**config.mk**
```make
export PLATFORM = sky130hd
export DESIGN_NAME = instr_decode_stage
export DESIGN_NICKNAME = d
export VERILOG_FILES = /design/src/rtl/instr_decode_stage.sv
export SDC_FILE = /design/constraint.sdc
export NUM_CORES = 1
export LEC_CHECK = 0
export ABC_AREA = 1
export BUFFER_PORTS_ARGS = -buffer_cell sky130_fd_sc_hd__buf_2
export CAP_MARGIN = 20
export CORE_MARGIN = 2
export CORE_UTILIZATION = 50
export CTS_CLUSTER_DIAMETER = 60
export CTS_CLUSTER_SIZE = 20
export DETAILED_ROUTE_END_ITERATION = 16
export PLACE_DENSITY_LB_ADDON = 0.12
export SYNTH_ARGS = -nofsm -noshare
export SYNTH_HDL_FRONTEND = slang
export SYNTH_SLANG_ARGS = --single-unit
```
**constraint.sdc**
```tcl
create_clock -name clk -period 3.7 [get_ports clk]
set_input_delay 0.185 -clock clk [delete_from_list [all_inputs] [get_ports clk]]
set_output_delay 0.185 -clock clk [all_outputs]
set_load 0.03 [all_outputs]
```
**src/rtl/instr_decode_stage.sv**
```systemverilog
// Decode stage: registers one decoded instruction bundle between fetch and execute,
// inserting a single bubble on load-use hazards and dropping its contents on flush.
module instr_decode_stage #(
  parameter int IMM_W = 8,
  parameter int PC_W  = 6
) (
  input  logic             clk,
  input  logic             rst_n,
  input  logic             in_valid,
  output logic             in_ready,
  input  logic [15:0]      in_instr,
  input  logic [PC_W-1:0]  in_pc,
  input  logic             flush,
  output logic             out_valid,
  input  logic             out_ready,
  output logic [PC_W-1:0]  out_pc,
  output logic [2:0]       alu_op,
  output logic [2:0]       rd_addr,
  output logic [2:0]       rs_addr,
  output logic [2:0]       rt_addr,
  output logic [IMM_W-1:0] imm,
  output logic             reg_write,
  output logic             mem_read,
  output logic             mem_write,
  output logic             alu_src_imm,
  output logic             branch,
  output logic             jump,
  output logic             illegal,
  output logic [7:0]       stall_count
);

  typedef struct packed {
    logic [2:0]       alu_op;
    logic [2:0]       rd;
    logic [2:0]       rs;
    logic [2:0]       rt;
    logic [IMM_W-1:0] imm;
    logic             reg_write;
    logic             mem_read;
    logic             mem_write;
    logic             alu_src_imm;
    logic             branch;
    logic             jump;
    logic             illegal;
  } dec_t;

  dec_t            w_dec;
  logic            w_use_rs, w_use_rt, w_hazard;
  dec_t            r_out;
  logic            r_valid;
  logic [PC_W-1:0] r_pc;
  logic [7:0]      r_stall;

  always_comb begin
    w_dec    = '0;
    w_use_rs = 1'b0;
    w_use_rt = 1'b0;
    case (in_instr[15:12])
      4'b0000: begin
        w_dec.rd = in_instr[11:9];
        w_dec.rs = in_instr[8:6];
        w_dec.rt = in_instr[5:3];
        w_use_rs = 1'b1;
        w_use_rt = 1'b1;
        // funct 111 is the NOP encoding: no write, ALU op left at ADD
        if (in_instr[2:0] != 3'b111) begin
          w_dec.alu_op    = in_instr[2:0];
          w_dec.reg_write = 1'b1;
        end
      end
      4'b0100, 4'b1011: begin
        w_dec.rd          = in_instr[11:9];
        w_dec.rs          = in_instr[8:6];
        w_dec.imm         = IMM_W'($signed(in_instr[5:0]));
        w_dec.alu_src_imm = 1'b1;
        w_dec.reg_write   = 1'b1;
        w_dec.mem_read    = in_instr[15];
        w_use_rs          = 1'b1;
      end
      4'b1111: begin
        w_dec.rt          = in_instr[11:9];
        w_dec.rs          = in_instr[8:6];
        w_dec.imm         = IMM_W'($signed(in_instr[5:0]));
        w_dec.alu_src_imm = 1'b1;
        w_dec.mem_write   = 1'b1;
        w_use_rs          = 1'b1;
        w_use_rt          = 1'b1;
      end
      4'b1000: begin
        w_dec.rs     = in_instr[11:9];
        w_dec.rt     = in_instr[8:6];
        w_dec.imm    = IMM_W'($signed(in_instr[5:0]));
        w_dec.alu_op = 3'b001;
        w_dec.branch = 1'b1;
        w_use_rs     = 1'b1;
        w_use_rt     = 1'b1;
      end
      4'b0010: begin
        w_dec.imm  = IMM_W'(in_instr[7:0]);
        w_dec.jump = 1'b1;
      end
      default: w_dec.illegal = 1'b1;
    endcase
  end

  assign w_hazard = r_valid & r_out.mem_read & in_valid &
                    ((w_use_rs & (w_dec.rs == r_out.rd)) |
                     (w_use_rt & (w_dec.rt == r_out.rd)));

  assign in_ready = !flush & !w_hazard & (!r_valid | out_ready);

  always_ff @(posedge clk or negedge rst_n) begin
    if (!rst_n) begin
      r_valid <= 1'b0;
      r_out   <= '0;
      r_pc    <= '0;
      r_stall <= '0;
    end else if (flush) begin
      r_valid <= 1'b0;
    end else if (w_hazard && out_ready) begin
      // LW leaves this cycle; a flag-free bubble takes its place
      r_valid             <= 1'b0;
      r_out.reg_write     <= 1'b0;
      r_out.mem_read      <= 1'b0;
      r_out.mem_write     <= 1'b0;
      r_out.alu_src_imm   <= 1'b0;
      r_out.branch        <= 1'b0;
      r_out.jump          <= 1'b0;
      r_out.illegal       <= 1'b0;
      if (r_stall != 8'hFF) r_stall <= r_stall + 8'd1;
    end else if (in_valid && in_ready) begin
      r_valid <= 1'b1;
      r_out   <= w_dec;
      r_pc    <= in_pc;
    end else if (out_ready) begin
      r_valid <= 1'b0;
    end
  end

  assign out_valid   = r_valid;
  assign out_pc      = r_pc;
  assign alu_op      = r_out.alu_op;
  assign rd_addr     = r_out.rd;
  assign rs_addr     = r_out.rs;
  assign rt_addr     = r_out.rt;
  assign imm         = r_out.imm;
  assign reg_write   = r_out.reg_write;
  assign mem_read    = r_out.mem_read;
  assign mem_write   = r_out.mem_write;
  assign alu_src_imm = r_out.alu_src_imm;
  assign branch      = r_out.branch;
  assign jump        = r_out.jump;
  assign illegal     = r_out.illegal;
  assign stall_count = r_stall;

endmodule
```
After elaboration in Yosys (flattened, before gate mapping) --
Cells that the tools add are included.
Cells by class: add/sub/neg operators 1, equality and inequality tests 9, multiplexer cells 22, bitwise logic cells 11, reductions and logical operators 19
Operators by type and width (count):
- case mux 8 bit (2 select lines) | 1
- 2-to-1 mux 7 bit | 2
- 2-to-1 mux 1 bit | 13
- equality test 4 bit (second input constant) | 3
- case mux 3 bit (2 select lines) | 2
- case mux 3 bit (3 select lines) | 1
- OR reduction 3 bit | 3
- adder 8 x 1 -> 8 bit (second input constant) | 1
- != test 8 bit (second input constant) | 1
- OR reduction 4 bit | 2
- AND 1 bit | 7
- equality test 3 bit | 2
- 2-to-1 mux 3 bit | 2
- AND reduction 3 bit | 2
- OR reduction 6 bit | 1
- OR reduction 5 bit | 1
- equality test 4 x 2 -> 1 bit (second input constant) | 1
- equality test 4 x 3 -> 1 bit (second input constant) | 1
- logical NOT 4 bit | 1
- nonzero test 4 bit | 1
- logical NOT 1 bit | 3
- != test 3 bit (second input constant) | 1
- logical AND 1 bit | 2
- inverter 1 bit | 2
- other kinds (5) | 6
Storage, ports and cells: bits in registers 42, output and inout port bits 43, logic and storage cells 77

Longest topological paths before layout --
depth after elaboration 14, mapped depth 20, depth with buffers taken out 19

Least setup slack after synthesis --
No wires, ideal clock.
path kind input port to output port, start point input in_instr[13], end point output in_ready, arrival time 1.718 ns, data required time 3.515 ns, slack 1.797 ns, cell stages on the path 13, buffers on the path 0, path through inv_1 -> nand2_1 -> nor2_1 -> nor2_4 -> nand2_2 -> nand2_1 -> nand2_1 -> nand2_1 -> nand2_1 -> nor2_1 -> nand2_1 -> nand2_2 -> a21boi_0
On the way: longest elaborated chain between the ends 10, elaborated cells on any way between the ends 21
Ends and longest elaborated chain:
- start: declaration | RTL line 11 | input logic [15:0] in_instr,
- equality test 4 bit (tied with other cells) | RTL line 58 | case (in_instr[15:12])
- OR reduction 4 bit (no line)
- case mux 3 bit (2 select lines) | RTL line 58
- equality test 3 bit | RTL line 107 | ((w_use_rs & (w_dec.rs == r_out.rd)) |
- AND 1 bit | RTL line 107
- OR 1 bit * | RTL line 107
- AND 1 bit * | RTL line 106 | assign w_hazard = r_valid & r_out.mem_read & in_valid &
- logical NOT 1 bit * | RTL line 110 | assign in_ready = !flush & !w_hazard & (!r_valid | out_ready);
- AND 1 bit * (2 in a row) | RTL line 110
- end: declaration | RTL line 10 | output logic in_ready,
Mark *: on every way between the ends. The rest lies on a longest branch, timed or not.

Worst setup path in the final report --
start point input in_instr[13], end point register r_out, in the netlist rd_addr[2]
On the way: longest elaborated chain between the ends 12, elaborated cells on any way between the ends 27
Ends and longest elaborated chain:
- equality test 4 bit (tied with other cells) | RTL line 58
- OR reduction 4 bit (no line)
- case mux 3 bit (2 select lines) | RTL line 58
- equality test 3 bit | RTL line 107
- AND 1 bit | RTL line 107
- OR 1 bit | RTL line 107
- AND 1 bit | RTL line 106
- logical NOT 1 bit | RTL line 110
- AND 1 bit (2 in a row) | RTL line 110
- logical AND 1 bit | RTL line 131 | end else if (in_valid && in_ready) begin
- AND reduction 3 bit (no line)
- end signal: assignment | RTL line 133 | r_out <= w_dec;
- end: declaration | RTL line 49 | dec_t r_out;
Parallel ways exist; a longest one is shown, timed or not. A chain may end at the register's enable or synchronous reset.

==> out/metrics.cfg <==
[setup_path]
crit_end = rd_addr[2]
cp-start-kind = primary input
reg2reg_from = rd_addr[2]
crit_top_cell = nand2_1
critPathMaxStageDelay_ns = 0.46
path_depth = 18
path_class = primary input to register
crit_family = simple AND/OR/NAND/NOR gates
end_kind = register
cp_num_buf_inv = 3
worstSetupStartpoint = in_instr[13]
worstPathRequired_ns = 3.91
r2r_slack_ns = 1.67
crit_arrival_ns = 2.37
cp_max_fo = 23
ff2ff_path_depth = 11
crit_path_top_delay_cell = inv_2
reg2reg_to = rd_addr[2]
crit_chain = buf_2 -> inv_1 -> nand2_1 -> nor2_1 -> nor2_4 -> nand2_2 -> nand2_1 -> nand2_1 -> nand2_1 -> nand2_1 -> nor2_1 -> nand2_1 -> nand2_2 -> nand2_1 -> nand3_2 -> inv_2 -> nand3_1 -> o21ai_0

[grt]
grt_max_degree = 43
grt_overflow = 0
grt_pass1_vias = 1863
antenna_found_initial = 0
grt_pass1_wl_um = 8310
groute.usage.overall_pct = 21.0

[drt]
drcViolationCount = 0
vias_per_cell = 4.93
num_vias = 2016
ant_nets = 0
wl_per_cell_um = 11.9
dr.pass1.iters = 4
routed_wl_um = 4860
drt-initial-drc-count = 111

[clocking]
cts_root_buf = clkbuf_8
cts_tree = yes
clkTransAtPathRegs_ns = 0.08
htreeDepth = 2
post-cts-setup-buffer-count = 0
postCtsHoldBufs = 0
insertion_delay_ns = 0.29
cts_buffers = 5
cts_buffer_depth = 2
clock-sinks = 42
cts_resized = 0

[sta]
finalHoldViolations = 0
rsz0062_at_grt = no
skew_ns = 0.00543
period_minus_slack_ns = 2.16
slew_headroom_pct = 38.3
fin_crit_sh_pct = 58.4
fin_tns_setup_ns = 0
setup_violations = 0
tightest_slew_ns = 0.926
fmax_ghz = 0.463
drv_slew = 0

[floorplan]
die_x_um = 70.6
start_util_pct = 51.3
rows = 24
die_area_mm2 = 0.00498
core_mm2 = 0.00432
io_pins = 70
die_h_um = 70.6

[logic_synthesis]
syn_inst = 285
netlist.area_leader.share_pct = 47.4
synth_seq_area_share_pct = 47.4
yosys_register_bits = 42
syn-num-nets = 313
ys_types = 28
avgSynthCellArea_um2 = 7.78
synth_top_cell_by_area = dfrtp_1
yosys-top-cells-area = dfrtp_1, nand2_1, nand3_1, o21ai_2, inv_1
yosysWarnings = 0
syn-cell-area_mm2 = 0.00222

[final_layout]
n_fill_cell = 435
final_nets = 384
drive_above_1_share_pct = 30.3
seq_area_mm2 = 0.00105
multi_input_area_mm2 = 0.00103
syn2layout_area_growth_pct = 20.5
diodes = 0

[placement]
dp_hpwl_um = 3670
portBuffers = 69
gp_congestion = 0.836

[pwr]
p_leak_nw = 1.56
powerDensity_mw_per_mm2 = 406
ir_drop_mv = 0.188
total_power_mw = 1.08

[worst_hold_path]
hold_class = primary input to async pin

[run]
maxCapViolCount = 0

[outcome]
status = finished clean

sequential cells by signal (all words and copies together) (netlist names):
name	flops
out_valid	1
mem_read	1
imm	8
jump	1
branch	1
mem_write	1
illegal	1
alu_src_imm	1
rt_addr	3
rs_addr	3
alu_op	3
stall_count	8
rd_addr	3
reg_write	1
out_pc	6
per-layer routing:
metal	GRT usage [%]	routed length (um)
met1	27.2	2180
met2	35.0	2310
met3	4.99	318
met4	7.34	49
met5	0	0
synthesized netlist by cell type, drive strengths merged:
cell type    n
a21boi       1
a21oi        5
a31oi        1
and3         2
buf          6
dfrtp       42
ha           1
inv         21
nand2      142
nand3       23
nor2        17
nor3         1
nor4         2
o21ai       15
xnor2        1
xor2         5
worst min path at each step:
stage             start        endpoint  cells after the start
5_1_grt        in_pc[4]       out_pc[4]                      3
2_1_floorplan     rst_n       alu_op[0]                      0
4_1_cts           rst_n  stall_count[0]                      1
3_5_place_dp      rst_n          imm[2]                      1
3_3_place_gp   in_pc[1]       out_pc[1]                      3
6_report          rst_n          imm[4]                      1
where the power goes:
| part | internal, mW | switching [mW] | total (mW) | leakage, nW |
|---|---|---|---|---|
| logic | 0.0735 | 0.181 | 0.254 | 0.954 |
| clock network | 0.151 | 0.158 | 0.309 | 0.0482 |
| registers | 0.497 | 0.0238 | 0.521 | 0.562 |
| total | 0.722 | 0.363 | 1.08 | 1.56 |
logic make-up (layout without fill, tap and decap cells):
logic type	count (synthesis)	after routing	synth area share (%)
fa+ha+maj	1	1	0.564
simple gates	187	187	36.6
buf+inv	27	99	6.04
compound gates	22	22	7.00
flops	42	42	47.4
xor+xnor	6	6	2.37
layout make-up:
cell class              count  area share [%]
multi-input cells         216            38.6
inverters                  21            2.95
repair buffers             70            13.2
clock inverters             1           0.187
well taps                  52            2.44
clock buffers               7            3.23
flip-flops and latches     42            39.3
through the flow:
step / setup WS (ns) / area, um2 / hold slack [ns] / utilization, % / cells
floorplan: 1.80 / 2220 / -0.111 / - / 285
global placement: 1.26 / 2580 / 0.385 / 59.7 / 401
detailed placement: 1.24 / 2580 / 0.386 / 59.7 / 401
CTS: 1.53 / 2670 / 0.0664 / 61.8 / 409
global route: 1.29 / 2670 / 0.0795 / 61.8 / 409
finish: 1.54 / 2670 / 0.0166 / 61.8 / 409
placed cells by master (no fill, tap or decap), drive strengths merged:
cell type | Yosys | routed
o21ai | 15 | 15
a21oi | 5 | 5
clkinv | 0 | 1
inv | 21 | 21
nor4 | 2 | 2
xnor2 | 1 | 1
nand3 | 23 | 23
a21boi | 1 | 1
a31oi | 1 | 1
nor2 | 17 | 17
clkbuf | 0 | 7
buf | 6 | 70
xor2 | 5 | 5
ha | 1 | 1
dfrtp | 42 | 42
nand2 | 142 | 142
nor3 | 1 | 1
and3 | 2 | 2
(Power assumes the default switching activity.)
